[config.mk]
export PLATFORM = sky130hd
export DESIGN_NAME = writeback_stage
export DESIGN_NICKNAME = d
export VERILOG_FILES = /design/src/rtl/writeback_stage.sv
export SDC_FILE = /design/constraint.sdc
export NUM_CORES = 1
export LEC_CHECK = 0
export ABC_CLOCK_PERIOD_IN_PS = 2800
export BUFFER_PORTS_ARGS = -buffer_cell sky130_fd_sc_hd__buf_2
export CORE_MARGIN = 2
export CORE_UTILIZATION = 49
export DETAILED_ROUTE_END_ITERATION = 8
export PLACE_DENSITY = 0.71
export SYNTH_ARGS = -nofsm -noshare
export SYNTH_HDL_FRONTEND = slang
export SYNTH_SLANG_ARGS = --single-unit
[constraint.sdc]
create_clock -name clk -period 2.8 [get_ports clk]
set_input_delay 0.28 -clock clk [delete_from_list [all_inputs] [get_ports clk]]
set_output_delay 0.28 -clock clk [all_outputs]
set_load 0.02 [all_outputs]
[src/rtl/writeback_stage.sv]
// MEM/WB pipeline register and register-file write port. Pipe results and a
// one-entry mul/div pending buffer share the port; aging prevents starvation.
module writeback_stage #(
    parameter int unsigned STARVE_LIMIT = 3
) (
    input  logic        clk,
    input  logic        rst_n,
    input  logic        MemValid,
    input  logic        MemRegWrite,
    input  logic [4:0]  MemRd,
    input  logic [1:0]  MemResultSel,
    input  logic [31:0] MemAluResult,
    input  logic [31:0] MemPcPlus4,
    input  logic [2:0]  MemLoadType,
    input  logic [31:0] MemReadData,
    input  logic        StallW,
    input  logic        FlushW,
    input  logic        DivValid,
    input  logic [4:0]  DivRd,
    input  logic [31:0] DivResult,
    output logic        DivReady,
    output logic        RegWriteEN3,
    output logic [4:0]  Address3,
    output logic [31:0] RegDataW3,
    output logic        PendValid,
    output logic [4:0]  PendRd,
    output logic        WbStallReq
);

    localparam logic [3:0] LIMIT = 4'(STARVE_LIMIT);

    logic        valid_q, valid_d;
    logic        regwrite_q, regwrite_d;
    logic [4:0]  rd_q, rd_d;
    logic [1:0]  sel_q, sel_d;
    logic [31:0] alu_q, alu_d;
    logic [31:0] pc4_q, pc4_d;
    logic [2:0]  loadtype_q, loadtype_d;
    logic [31:0] rdata_q, rdata_d;
    logic        pend_valid_q, pend_valid_d;
    logic [4:0]  pend_rd_q, pend_rd_d;
    logic [31:0] pend_data_q, pend_data_d;
    logic [3:0]  age_q, age_d;

    logic        load_stage, pw, wb_stall, buf_owns, pipe_owns;
    logic [7:0]  byte_sel;
    logic [15:0] half_sel;
    logic [31:0] load_data, pipe_data;

    always_comb begin
        wb_stall   = pend_valid_q && (age_q == LIMIT);
        load_stage = !StallW && !wb_stall;

        valid_d    = valid_q;
        regwrite_d = regwrite_q;
        rd_d       = rd_q;
        sel_d      = sel_q;
        alu_d      = alu_q;
        pc4_d      = pc4_q;
        loadtype_d = loadtype_q;
        rdata_d    = rdata_q;
        if (load_stage) begin
            valid_d    = MemValid && !FlushW;
            regwrite_d = MemRegWrite;
            rd_d       = MemRd;
            sel_d      = MemResultSel;
            alu_d      = MemAluResult;
            pc4_d      = MemPcPlus4;
            loadtype_d = MemLoadType;
            rdata_d    = MemReadData;
        end else if (FlushW) begin
            valid_d = 1'b0;
        end

        case (alu_q[1:0])
            2'd0:    byte_sel = rdata_q[7:0];
            2'd1:    byte_sel = rdata_q[15:8];
            2'd2:    byte_sel = rdata_q[23:16];
            default: byte_sel = rdata_q[31:24];
        endcase
        half_sel = alu_q[1] ? rdata_q[31:16] : rdata_q[15:0];
        case (loadtype_q)
            3'b000:  load_data = {{24{byte_sel[7]}}, byte_sel};
            3'b001:  load_data = {{16{half_sel[15]}}, half_sel};
            3'b100:  load_data = {24'b0, byte_sel};
            3'b101:  load_data = {16'b0, half_sel};
            default: load_data = rdata_q;
        endcase
        case (sel_q)
            2'b01:   pipe_data = load_data;
            2'b10:   pipe_data = pc4_q;
            default: pipe_data = alu_q;
        endcase

        pw        = valid_q && regwrite_q && (rd_q != 5'd0);
        buf_owns  = wb_stall || (!pw && pend_valid_q);
        pipe_owns = pw && !wb_stall;

        RegWriteEN3 = 1'b0;
        Address3    = 5'd0;
        RegDataW3   = 32'd0;
        if (buf_owns) begin
            RegWriteEN3 = 1'b1;
            Address3    = pend_rd_q;
            RegDataW3   = pend_data_q;
        end else if (pipe_owns) begin
            RegWriteEN3 = 1'b1;
            Address3    = rd_q;
            RegDataW3   = pipe_data;
        end

        // Younger pipe write to the same rd makes the buffered value dead.
        pend_valid_d = pend_valid_q;
        pend_rd_d    = pend_rd_q;
        pend_data_d  = pend_data_q;
        if (buf_owns || (pend_valid_q && pipe_owns && (rd_q == pend_rd_q))) begin
            pend_valid_d = 1'b0;
        end
        if (DivValid && !pend_valid_q && (DivRd != 5'd0)) begin
            pend_valid_d = 1'b1;
            pend_rd_d    = DivRd;
            pend_data_d  = DivResult;
        end

        age_d = age_q;
        if (!pend_valid_q || !pend_valid_d) begin
            age_d = 4'd0;
        end else if (pipe_owns && (age_q < LIMIT)) begin
            age_d = age_q + 4'd1;
        end
    end

    always_ff @(posedge clk) begin
        if (!rst_n) begin
            valid_q      <= 1'b0;
            regwrite_q   <= 1'b0;
            rd_q         <= 5'd0;
            sel_q        <= 2'd0;
            alu_q        <= 32'd0;
            pc4_q        <= 32'd0;
            loadtype_q   <= 3'd0;
            rdata_q      <= 32'd0;
            pend_valid_q <= 1'b0;
            pend_rd_q    <= 5'd0;
            pend_data_q  <= 32'd0;
            age_q        <= 4'd0;
        end else begin
            valid_q      <= valid_d;
            regwrite_q   <= regwrite_d;
            rd_q         <= rd_d;
            sel_q        <= sel_d;
            alu_q        <= alu_d;
            pc4_q        <= pc4_d;
            loadtype_q   <= loadtype_d;
            rdata_q      <= rdata_d;
            pend_valid_q <= pend_valid_d;
            pend_rd_q    <= pend_rd_d;
            pend_data_q  <= pend_data_d;
            age_q        <= age_d;
        end
    end

    assign DivReady   = !pend_valid_q;
    assign PendValid  = pend_valid_q;
    assign PendRd     = pend_valid_q ? pend_rd_q : 5'd0;
    assign WbStallReq = wb_stall;

endmodule
# --- After elaboration in Yosys (flattened, before gate mapping) ---
# Index checks and enable logic that the tools add are counted.
totals:
  ff_bits: 150
  input_bits: 150
  output_inout_bits: 46
  elab_cells: 66
op_classes:
  add_sub_neg: 1
  n_lt_le_gt_ge: 1
  eq_ne: 9
  n_mux: 15
  bitwise_logic: 1
  n_reduce_logical: 27
op_table:
  columns: ["operator", "n"]
  rows:
  - ["$pmux W32 S4", 1]
  - ["$mux W32", 2]
  - ["$pmux W32 S2", 1]
  - ["$pmux W8 S3", 1]
  - ["$mux W16", 1]
  - ["$mux W5", 3]
  - ["$logic_and A1 B1 Y1", 12]
  - ["$reduce_bool A5 Y1", 2]
  - ["$eq A3 B3 Y1 const B", 2]
  - ["$logic_not A1 Y1", 6]
  - ["$mux W1", 6]
  - ["$eq A5 B5 Y1", 1]
  - ["$add A4 B1 Y4 const B", 1]
  - ["$eq A2 B1 Y1 const B", 2]
  - ["$eq A2 B2 Y1 const B", 2]
  - ["$eq A4 B2 Y1 const B", 1]
  - ["$lt A4 B2 Y1 const B", 1]
  - ["$eq A3 B1 Y1 const B", 1]
  - ["$logic_not A3 Y1", 1]
  - ["$logic_or A1 B1 Y1", 3]
  - ["$logic_not A2 Y1", 1]
  - ["$reduce_bool A2 Y1", 1]
  - ["$reduce_or A2 Y1", 1]
  - ["$not A1 Y1", 1]

# --- Logic depth before layout (Yosys ltp) ---
# Gate-level depths: netlist of run 1.
depth:
  ltp_word: 12
  mapped_depth: 9
  ltp_nobuf: 7

# --- Worst setup path after synthesis of run 1 ---
# No wires, ideal clock.
synth_path:
  path_type: "register -> output"
  from: "register sel_q[0]"
  to: "output port RegDataW3[14]"
  arrival_ps: 1944
  required_time_ps: 2520
  slack_ps: 576
  path_stages_with_launch: 8
  n_path_buf: 2
  path_cell_list: "dfxtp_1 inv_1 ha_1 clkinv_1 clkbuf_1 clkbuf_1 o21ai_0 o21ai_0"
synth_between:
  elab_chain_cells: 4
  elab_cells_between_ends: 5
  classes_between: "2 x eq/ne; 3 x mux"
synth_rtl:
  columns: ["element", "line", "rtl"]
  rows:
  - ["start, declared", "35", "logic [1:0] sel_q, sel_d;"]
  - ["start signal, assigned", "151", "sel_q <= sel_d;"]
  - ["$eq A2 B2 Y1 or $eq A2 B1 Y1 (tied branches)", "89", "case (sel_q)"]
  - ["$pmux W32 S2 *", "89", null]
  - ["$mux W32 *", "106", "end else if (pipe_owns) begin"]
  - ["$mux W32 *", "102", "if (buf_owns) begin"]
  - ["end, declared", "24", "output logic [31:0] RegDataW3,"]
# Every way passes the cells marked *; elsewhere a longest branch is shown, timed or not.

# --- Worst setup path after layout of run 1 ---
layout_path:
  from: "register rd_q[0]"
  to: "output port RegDataW3[20]"
layout_between:
  elab_chain_cells: 6
  elab_cells_between_ends: 8
  classes_between: "2 x mux; 6 x reduce/logical"
layout_rtl:
  columns: ["element", "line", "rtl"]
  rows:
  - ["start, declared", "34", "logic [4:0] rd_q, rd_d;"]
  - ["start signal, assigned", "150", "rd_q <= rd_d;"]
  - ["$reduce_bool A5 Y1 *", "95", "pw = valid_q && regwrite_q && (rd_q != 5'd0);"]
  - ["$logic_and A1 B1 Y1 *", "95", null]
  - ["$logic_not A1 Y1", "96", "buf_owns = wb_stall || (!pw && pend_valid_q);"]
  - ["$logic_and A1 B1 Y1", "96", null]
  - ["$logic_or A1 B1 Y1", "96", null]
  - ["$mux W32 *", "102", null]
# Marks and branches as above.

==> metrics.txt, run 1 <==
count leader, synth=nand2_1; Ports=196; Slowest Stage Delay on Critical Path=around 560 ps; worst hold-check path type=in -> reg; worst-margin pin slew=between 600 and 700 ps; Initial Util=49.41%; Routed wire per std cell=18.02 µm; Die Ht=127.1 µm; critical path type=reg -> out; H-Tree Depth=4; Clock Skew=between 7 and 8 ps; via/cell ratio=about 5.6; gr ovfl total=0; pin count of the biggest net entering global routing=75; Skew-Pair Late Insertion Delay=roughly 430 ps; Synth top cells by count=309 x nand2_1, 150 x dfxtp_1, 137 x a21boi_0; max-cap violations=0; net switching power=roughly 1.4 mW; final worst-path cycle share=a little over nine tenths; CTS max path bufs=2; Int Pwr=between 4 and 5 mW; worst path arrival time=2430 ps; routability cong.=a little over 0.9; P_leak=between 3 and 4 nW; synth unique cells=52; Fin Hold WS=just under 90 ps; routed vias=7338; FFs w/ async S/R, synth=0%; placed wire-length estimate=16.61 mm; layout cells sized above 1=roughly a quarter; crit start category=register; # port buffers=roughly 200; CTS buffer count=17; Worst slew margin=a little over half; Reg clk slew, reported paths=approximately 60 ps; initial antenna violation count=0; remaining antenna violation count=0; sequential share of the synthesized area=between 40% and 50%; Slowest-stage cell, CP=or4_4; Warnings, synthesis=0; Post-synth EDFFs=0; logic gate share of total power=11.2%; fmax=~370 MHz; DIE AREA=0.01616 mm²; Yosys top cell area share=~40%; Post-Syn Area=roughly 0.0074 mm²; Yosys top cell by area=dfxtp_1; area grow syn2layout=24.59%; post-synthesis area per instance=slightly below 8 µm²; WL final=around 24 mm; sw frac=around a quarter; fin area=slightly above 0.009 mm²; row count=45; final hold viol count=0; final setup fails=0; Hold Crit Depth=3; diodes inserted=0; fin. max-slew vios=0; ys flop type=dfxtp_1; CTS Sinks=150; placed cell area=between 0.008 and 0.009 mm²; DRC=0; core box area=roughly 0.015 mm²; Crit path buffers/inverters=2; Seq cells post-synth=150; Stages on worst setup path=7; TritonCTS clock tree=yes; violation count after the first detailed-routing iteration=between 600 and 700; maximum VDD drop=0.4622 mV; vias in the first global route=between 6000 and 7000; clock root cell=clkbuf_16; CP top delay family=simple AND/OR/NAND/NOR gates; Worst Reg-to-Reg Cells=7; final cell count without fillers=1306; post-synthesis net count=1100; register share of total power=40.2%; crit path cell chain=or4_4, o211ai_4, or2_4, buf_12, nand3_1, o221ai_1, buf_2; Pwr Density=roughly 630 mW/mm²; status=finished clean; overall die width=approximately 130 µm; worst-path fanout max=37; clock network power share=roughly 49%; largest cells by area after synthesis=dfxtp_1 40%, nand2_1 16%, a21boi_0 14%; minimum clock period=between 2000 and 3000 ps; setup tns final=0 ps; Mapped Cells=947; Crit path required time=~2500 ps; Initial DRT Pass Iterations=5; All-Layer GR Usage=between 20% and 30%; DP Cell Count=~1300; Crit. End Element=primary output; Total Nets Final=around 1300; Tot Pwr=5.875 mW; wire length of the first global-routing pass=~37 mm
## state kept, by name, indices dropped and copies added (netlist names)
signal and flops:
age_q 4, regwrite_q 1, rd_q 5, PendValid 1, rdata_q 32, loadtype_q 3, pc4_q 32, pend_data_q 32
pend_rd_q 5, sel_q 2, alu_q 32, valid_q 1
## repair_timing
action                     4_1_cts  5_1_grt
setup endpoints to repair       27       30
hold endpoints to repair         1        0
hold buffers                     1        0
buffers inserted                 0        1
gates resized for setup          7       10
pin swaps                        0        1
## power by group through the flow
| stage | Sequential, mW | Clock (mW) | Combinational (mW) |
|---|---|---|---|
| after global routing | 2.37 | 2.96 | 0.735 |
| after global placement | 2.40 | 0 | 0.636 |
| after detailed placement | 2.40 | 0 | 0.643 |
| final | 2.36 | 2.85 | 0.661 |
| after floorplan | 2.35 | 0 | 0.418 |
| after CTS | 2.36 | 2.87 | 0.650 |
## per-stage QoR
step | setup WS, ps | util, %
floorplan | 575.5 | -
global placement | 341.7 | 56.12
detailed placement | 319.3 | 56.12
CTS | 9.006 | 61.25
global route | -6.919 | 61.56
finish | 85.88 | 61.56
## path summary, 6_finish.rpt
path	startpoint	endpoint	slack, ps
setup / recovery	rd_q[0]	RegDataW3[20]	90
hold / removal	MemReadData[15]	rdata_q[15]	90
setup reg to reg	age_q[0]	alu_q[17]	660
hold reg to reg	alu_q[10]	alu_q[10]	460
## cell usage in the layout (no fill, tap or decap), drive strengths merged, types with 7 or more instances in the layout
cell,count
bufinv,9
dfxtp,150
o221ai,37
nor2,11
nand2,309
a21oi,35
a31oi,8
mux2i,12
inv,7
o21ai,17
a221oi,8
buf,218
clkbuf,18
and2,7
o22a,7
a21boi,143
and3,22
nand2b,9
nor3,10
nand3,31
## layout make-up
cell class	count	area, µm²
Fill cell	1380	5778
Multi-Input combinational cell	709	4038
Sequential cell	150	3004
Timing Repair Buffer	219	1212
Clock buffer	18	429.2
Clock inverter	14	301.5
Tap cell	188	235.2
Inverter	8	35.03
## worst reg2reg max path, cell delays in order, from the launching register on
cell and delay (ps):
dfxtp_1 350, ha_1 180, nand2_1 70, nor3_2 380, or2_4 410, buf_12 310
nand2_1 140, a21boi_0 210
## logic make-up after synthesis
group                      count (synthesis)  share of synthesized area (%)
adders and majority gates                  3                         0.5054
xor gates and xnor gates                   6                         0.7076
muxes                                     17                          2.425
DFF                                      150                          40.42
and+or+nand+nor                          412                          23.46
AOI/OAI and AO/OA                        271                          26.61
buffers and inverters                     88                          5.862
## layer usage
metal	GRT usage [%]	vias to the layer above	share of wire (%)
li1	-	3588	-
met1	40.30	3423	45
met2	46.17	302	46
met3	6.742	25	7.9
met4	7.434	0	1.6
met5	0	-	0
Power figures use the tool's default switching activity.
==> inputs of run 2 (changes only) <==
- ABC_AREA: default -> 1
==> run 2 against run 1 <==
Clock skew about the same. Power shrank 5.3%. Non-clock buffer count fell by 2. Sequential share of layout area rose by 1.6 points. Cell count rose by 9.9%. Final area down 4.8%. Setup slack better by 180 ps.
==> metrics.txt, run 2 <==
final hold viol count=0; Tot Pwr=around 5.6 mW; DIE AREA=0.01568 mm²; Die Ht=roughly 130 µm; Setup WS post-layout=about 260 ps; crit start category=register; synth unique cells=31; Routed wire per std cell=15.23 µm; critical path type=reg -> out; Synth top cells by count=211 x nor2_1, 203 x nand2_1, 160 x o21ai_0; All-Layer GR Usage=approximately 28%; Worst slew margin=around 60%; core box area=0.01442 mm²; Initial Util=between 40% and 50%; violation count after the first detailed-routing iteration=522; final setup fails=0; Hold Crit Depth=3; CTS buffer count=17; initial antenna violation count=2; clock root cell=clkbuf_16; Crit. End Element=primary output; Seq cells post-synth=150; TritonCTS clock tree=yes; fin. max-slew vios=0; worst path arrival time=roughly 2300 ps; Mapped Cells=about 1100; overall die width=125.2 µm; worst hold-check path type=in -> reg; max-cap violations=0; # port buffers=a little under 200; sw frac=between 20% and 30%; net switching power=between 1.5 and 2 mW; via/cell ratio=approximately 5.2; hold endpoint=pc4_q[12]; WL final=~22 mm; Critical R2R Capture=loadtype_q[0]; routability cong.=just over 0.9; post-synthesis area per instance=approximately 6.7 µm²; flop2flop setup slack=around 890 ps; pre-CTS setup slack=740.7 ps; Pwr Density=about 630 mW/mm²; wire length of the first global-routing pass=34.91 mm; Total Nets Final=roughly 1400; CTS max path bufs=2; H-Tree Depth=4; Post-Syn Area=between 0.007 and 0.008 mm²; Ports=about 200; register share of total power=42.6%; Yosys top cell by area=dfxtp_1; post-synthesis net count=around 1200; minimum clock period=roughly 2500 ps; vias in the first global route=between 6000 and 7000; CTS resizes=0; area grow syn2layout=22.37%; sequential share of the synthesized area=41.72%; routed vias=~7500; RSZ-0062 raised after global routing=false; crit path from=sel_q[0]; commonest non-fill, non-tap cell in the layout=nor2_1; maximum VDD drop=approximately 0.46 mV; status=finished clean; largest cells by area after synthesis=dfxtp_1 42%, o21ai_0 11%, nor2_1 11%; gr ovfl total=0; Reg clk slew, reported paths=60 ps; P_leak=roughly 4.3 nW; worst-margin pin slew=between 600 and 700 ps; row count=44; pin count of the biggest net entering global routing=between 70 and 80; clock network power share=approximately two fifths; FFs w/ async S/R, synth=0%; setup tns final=0 ps; fmax=approximately 400 MHz; Warnings, synthesis=0; Post-synth EDFFs=0; DRC=0; final worst-path cycle share=around 91%; remaining antenna violation count=0; Worst Reg-to-Reg Cells=8; worst-path fanout max=19; Skew-Pair Late Insertion Delay=~430 ps; Int Pwr=around 4.0 mW; Reg-to-Reg Start=age_q[0]; Crit path required time=between 2000 and 3000 ps; Hold Crit Start=MemPcPlus4[12]; layout cells sized above 1=a little over a fifth; commonest non-fill, non-tap cells in the layout=211 x nor2_1, 203 x nand2_1, 194 x buf_2; logic gate share of total power=between 10% and 20%; Clock Skew=about 6.7 ps; Initial DRT Pass Iterations=5; placed wire-length estimate=around 16 mm; ys flop type=dfxtp_1; count leader, synth=nor2_1; CTS Sinks=150; Yosys top cell area share=41.72%
[run 2: timing repair]
action,4_1_cts,5_1_grt
buffers inserted,0,0
endpoints found under the hold margin,1,0
hold buffers,1,0
endpoints found under the setup margin,0,0
[run 2: cells by family after synthesis]
group,Yosys count,synth area share [%]
DFF,150,41.72
buffers and inverters,154,9.873
and+or+nand+nor,455,25.41
AOI/OAI and AO/OA,309,21.75
adders and majority gates,3,0.5215
xor gates and xnor gates,6,0.7300
[run 2: worst max path at each step]
stage | depth (start not counted) | slack (ps) | to
6_report | 7 | 260 | RegDataW3[7]
4_1_cts | 10 | 270 | RegDataW3[28]
3_3_place_gp | 10 | 750 | RegDataW3[17]
3_5_place_dp | 10 | 740 | RegDataW3[12]
2_1_floorplan | 8 | 800 | Address3[0]
5_1_grt | 10 | 90 | RegDataW3[28]
[run 2: power by group through the flow]
stage	combinational [mW]	sequential, mW	clock, mW
2_1_floorplan	0.580	2.39	0
5_1_grt	0.997	2.38	2.42
4_1_cts	0.879	2.37	2.32
6_report	0.884	2.37	2.31
3_3_place_gp	0.865	2.42	0
3_5_place_dp	0.872	2.41	0
[run 2: cell type report]
| type | count | area (µm²) |
|---|---|---|
| antenna | 2 | 5.005 |
| multi-input combinational | 773 | 3487 |
| clock buffer | 21 | 470.5 |
| clock inverter | 10 | 121.4 |
| sequential | 150 | 3003 |
| tap | 184 | 230.2 |
| fill | 1442 | 5615 |
| timing repair buffer | 217 | 1196 |
| inverter | 78 | 295.3 |
[run 2: critical path, stage by stage (launching register included)]
cell	delay, ps
dfxtp_1	340
inv_1	70
ha_2	610
a21oi_1	150
o21ai_0	280
nand2_1	130
nand2_1	90
buf_2	160
[run 2: layer usage]
layer,wire [µm],global-route usage (%),part of all wire [%]
met3,1625,7.617,7.4
met2,9524,41.82,44
met1,10250,38.88,47
met4,460,8.301,2.1
met5,0,0,0
[run 2: metrics by stage]
stage                     hold WS (ps)  std cells  utilization, %  area [µm²]
after global routing             73.55       1434           61.05        8806
final                            70.02       1435           61.07        8808
after detailed placement         429.6       1401           56.86        8202
after CTS                        63.82       1433           61.03        8803
after global placement           425.7       1401           56.86        8202
after floorplan                  358.2       1077               -        7198
==> inputs of run 3 (changes only) <==
- CORE_ASPECT_RATIO: default -> 1.2
==> run 3 against run 2 <==
Non-clock buffer count decreased by 2. Die area about the same. Combinational power about the same. Clock skew about the same. Sequential share of layout area about the same. Worst hold slack got worse by 30 ps. Count of clock-buffer cells in the layout unchanged. Largest cell class unchanged.
==> metrics.txt, run 3 (synthesis results as in run 2) <==
status=finished clean; P_leak=4.258 nW; critical path type=reg -> out; Crit path required time=about 2500 ps; wire length of the first global-routing pass=about 34 mm; routed vias=7461; crit start category=register; Initial Util=50.15%; pin count of the biggest net entering global routing=between 80 and 90; placed wire-length estimate=approximately 16 mm; commonest non-fill, non-tap cell in the layout=nor2_1; fin. max-slew vios=0; Routed wire per std cell=about 16 µm; layout cells sized above 1=about a fifth; CTS Sinks=150; clock root cell=clkbuf_16; gr ovfl total=0; Die Ht=roughly 140 µm; Total Nets Final=1389; RSZ-0062 raised after global routing=false; Top Layer Used=met4; Initial DRT Pass Iterations=5; Worst slew margin=53.71%; final worst-path cycle share=a little over nine tenths; remaining antenna violation count=0; Pwr Density=about 640 mW/mm²; initial antenna violation count=2; DRC=0; Fin Hold WS=40.44 ps; # port buffers=195; DIE AREA=between 0.015 and 0.02 mm²; H-Tree Depth=4; final hold viol count=0; WL final=around 22 mm; row count=48; final setup fails=0; Skew-Pair Late Insertion Delay=around 430 ps; vias in the first global route=~6800; minimum clock period=~2600 ps; Clock Skew=approximately 6.3 ps; met1 wire length=just under 10 mm; Crit. End Element=primary output; CTS max path bufs=2; area grow syn2layout=22.42%; metal2 WL=between 10 and 15 mm; fin area=0.008812 mm²; overall die width=around 110 µm; via/cell ratio=between 5 and 6; placed cell area=0.008183 mm²; hold buffers post-CTS=0; fmax=between 300 and 400 MHz; worst-margin pin slew=694.3 ps; pre-CTS setup slack=455.1 ps; setup tns final=0 ps; CTS buffer count=17; All-Layer GR Usage=between 20 and 30%; max-cap violations=0; worst path arrival time=between 2000 and 2500 ps; core box area=around 0.014 mm²; violation count after the first detailed-routing iteration=530; maximum VDD drop=0.3234 mV; Setup WS post-layout=154.9 ps; worst hold-check path type=in -> reg; Reg clk slew, reported paths=~60 ps; Tot Pwr=~5.6 mW; TritonCTS clock tree=yes; worst-path fanout max=24; routability cong.=0.9726; commonest non-fill, non-tap cells in the layout=211 x nor2_1, 203 x nand2_1, 194 x buf_2; metal3 WL=between 1.5 and 2 mm; Ports=196
[run 3: area by class of cell]
cell class / instances / area, µm²
Tap cell: 175 / 219.0
Timing Repair Buffer: 215 / 1179
Fill cell: 1448 / 5542
Sequential cell: 150 / 3004
Timing Repair inverter: 1 / 5.005
Antenna cell: 2 / 5.005
Clock buffer: 21 / 460.4
Clock inverter: 11 / 148.9
Inverter: 78 / 299.0
Multi-Input combinational cell: 773 / 3492
[run 3: per-stage QoR]
step	instances	util [%]
5_1_grt	1426	61.39
3_3_place_gp	1391	57.01
2_1_floorplan	1077	-
3_5_place_dp	1391	57.01
6_report	1426	61.39
4_1_cts	1424	61.32
[run 3: metal layers]
layer  GRT usage [%]  up-vias
li1                -     3781
met1           37.51     3346
met2           44.84      299
met3           5.802       35
met4           12.13        0
met5               0        -
[run 3: what timing repair did]
item / 4_1_cts / 5_1_grt
endpoints found under the setup margin: 1 / 10
cloned: 1 / 0
pin swaps: 0 / 0
buffers inserted: 0 / 0
gates resized for setup: 2 / 1
[run 3: final timing paths]
| check | startpoint | cells after the start | slack (ps) | endpoint |
|---|---|---|---|---|
| worst max register to register | PendValid | 7 | 870 | pend_data_q[10] |
| worst min register to register | age_q[3] | 2 | 430 | age_q[3] |
| worst min-delay path | FlushW | 2 | 40 | valid_q |
| worst max-delay path | age_q[0] | 11 | 150 | RegDataW3[6] |
[run 3: critical path: stages, from the launching register on]
cell     delay [ps]
dfxtp_1         350
ha_1            230
nand2_4          90
nor2_8          160
inv_2            50
nand3_2          80
buf_4           240
buf_4           340
a21oi_1          80
nand2_1          90
nand2_1          60
buf_2           160
[run 3: where the power goes]
part | internal, mW | switching (mW)
Sequential | 2.29 | 0.0867
Combinational | 0.314 | 0.568
Clock | 1.45 | 0.910
Total | 4.05 | 1.56
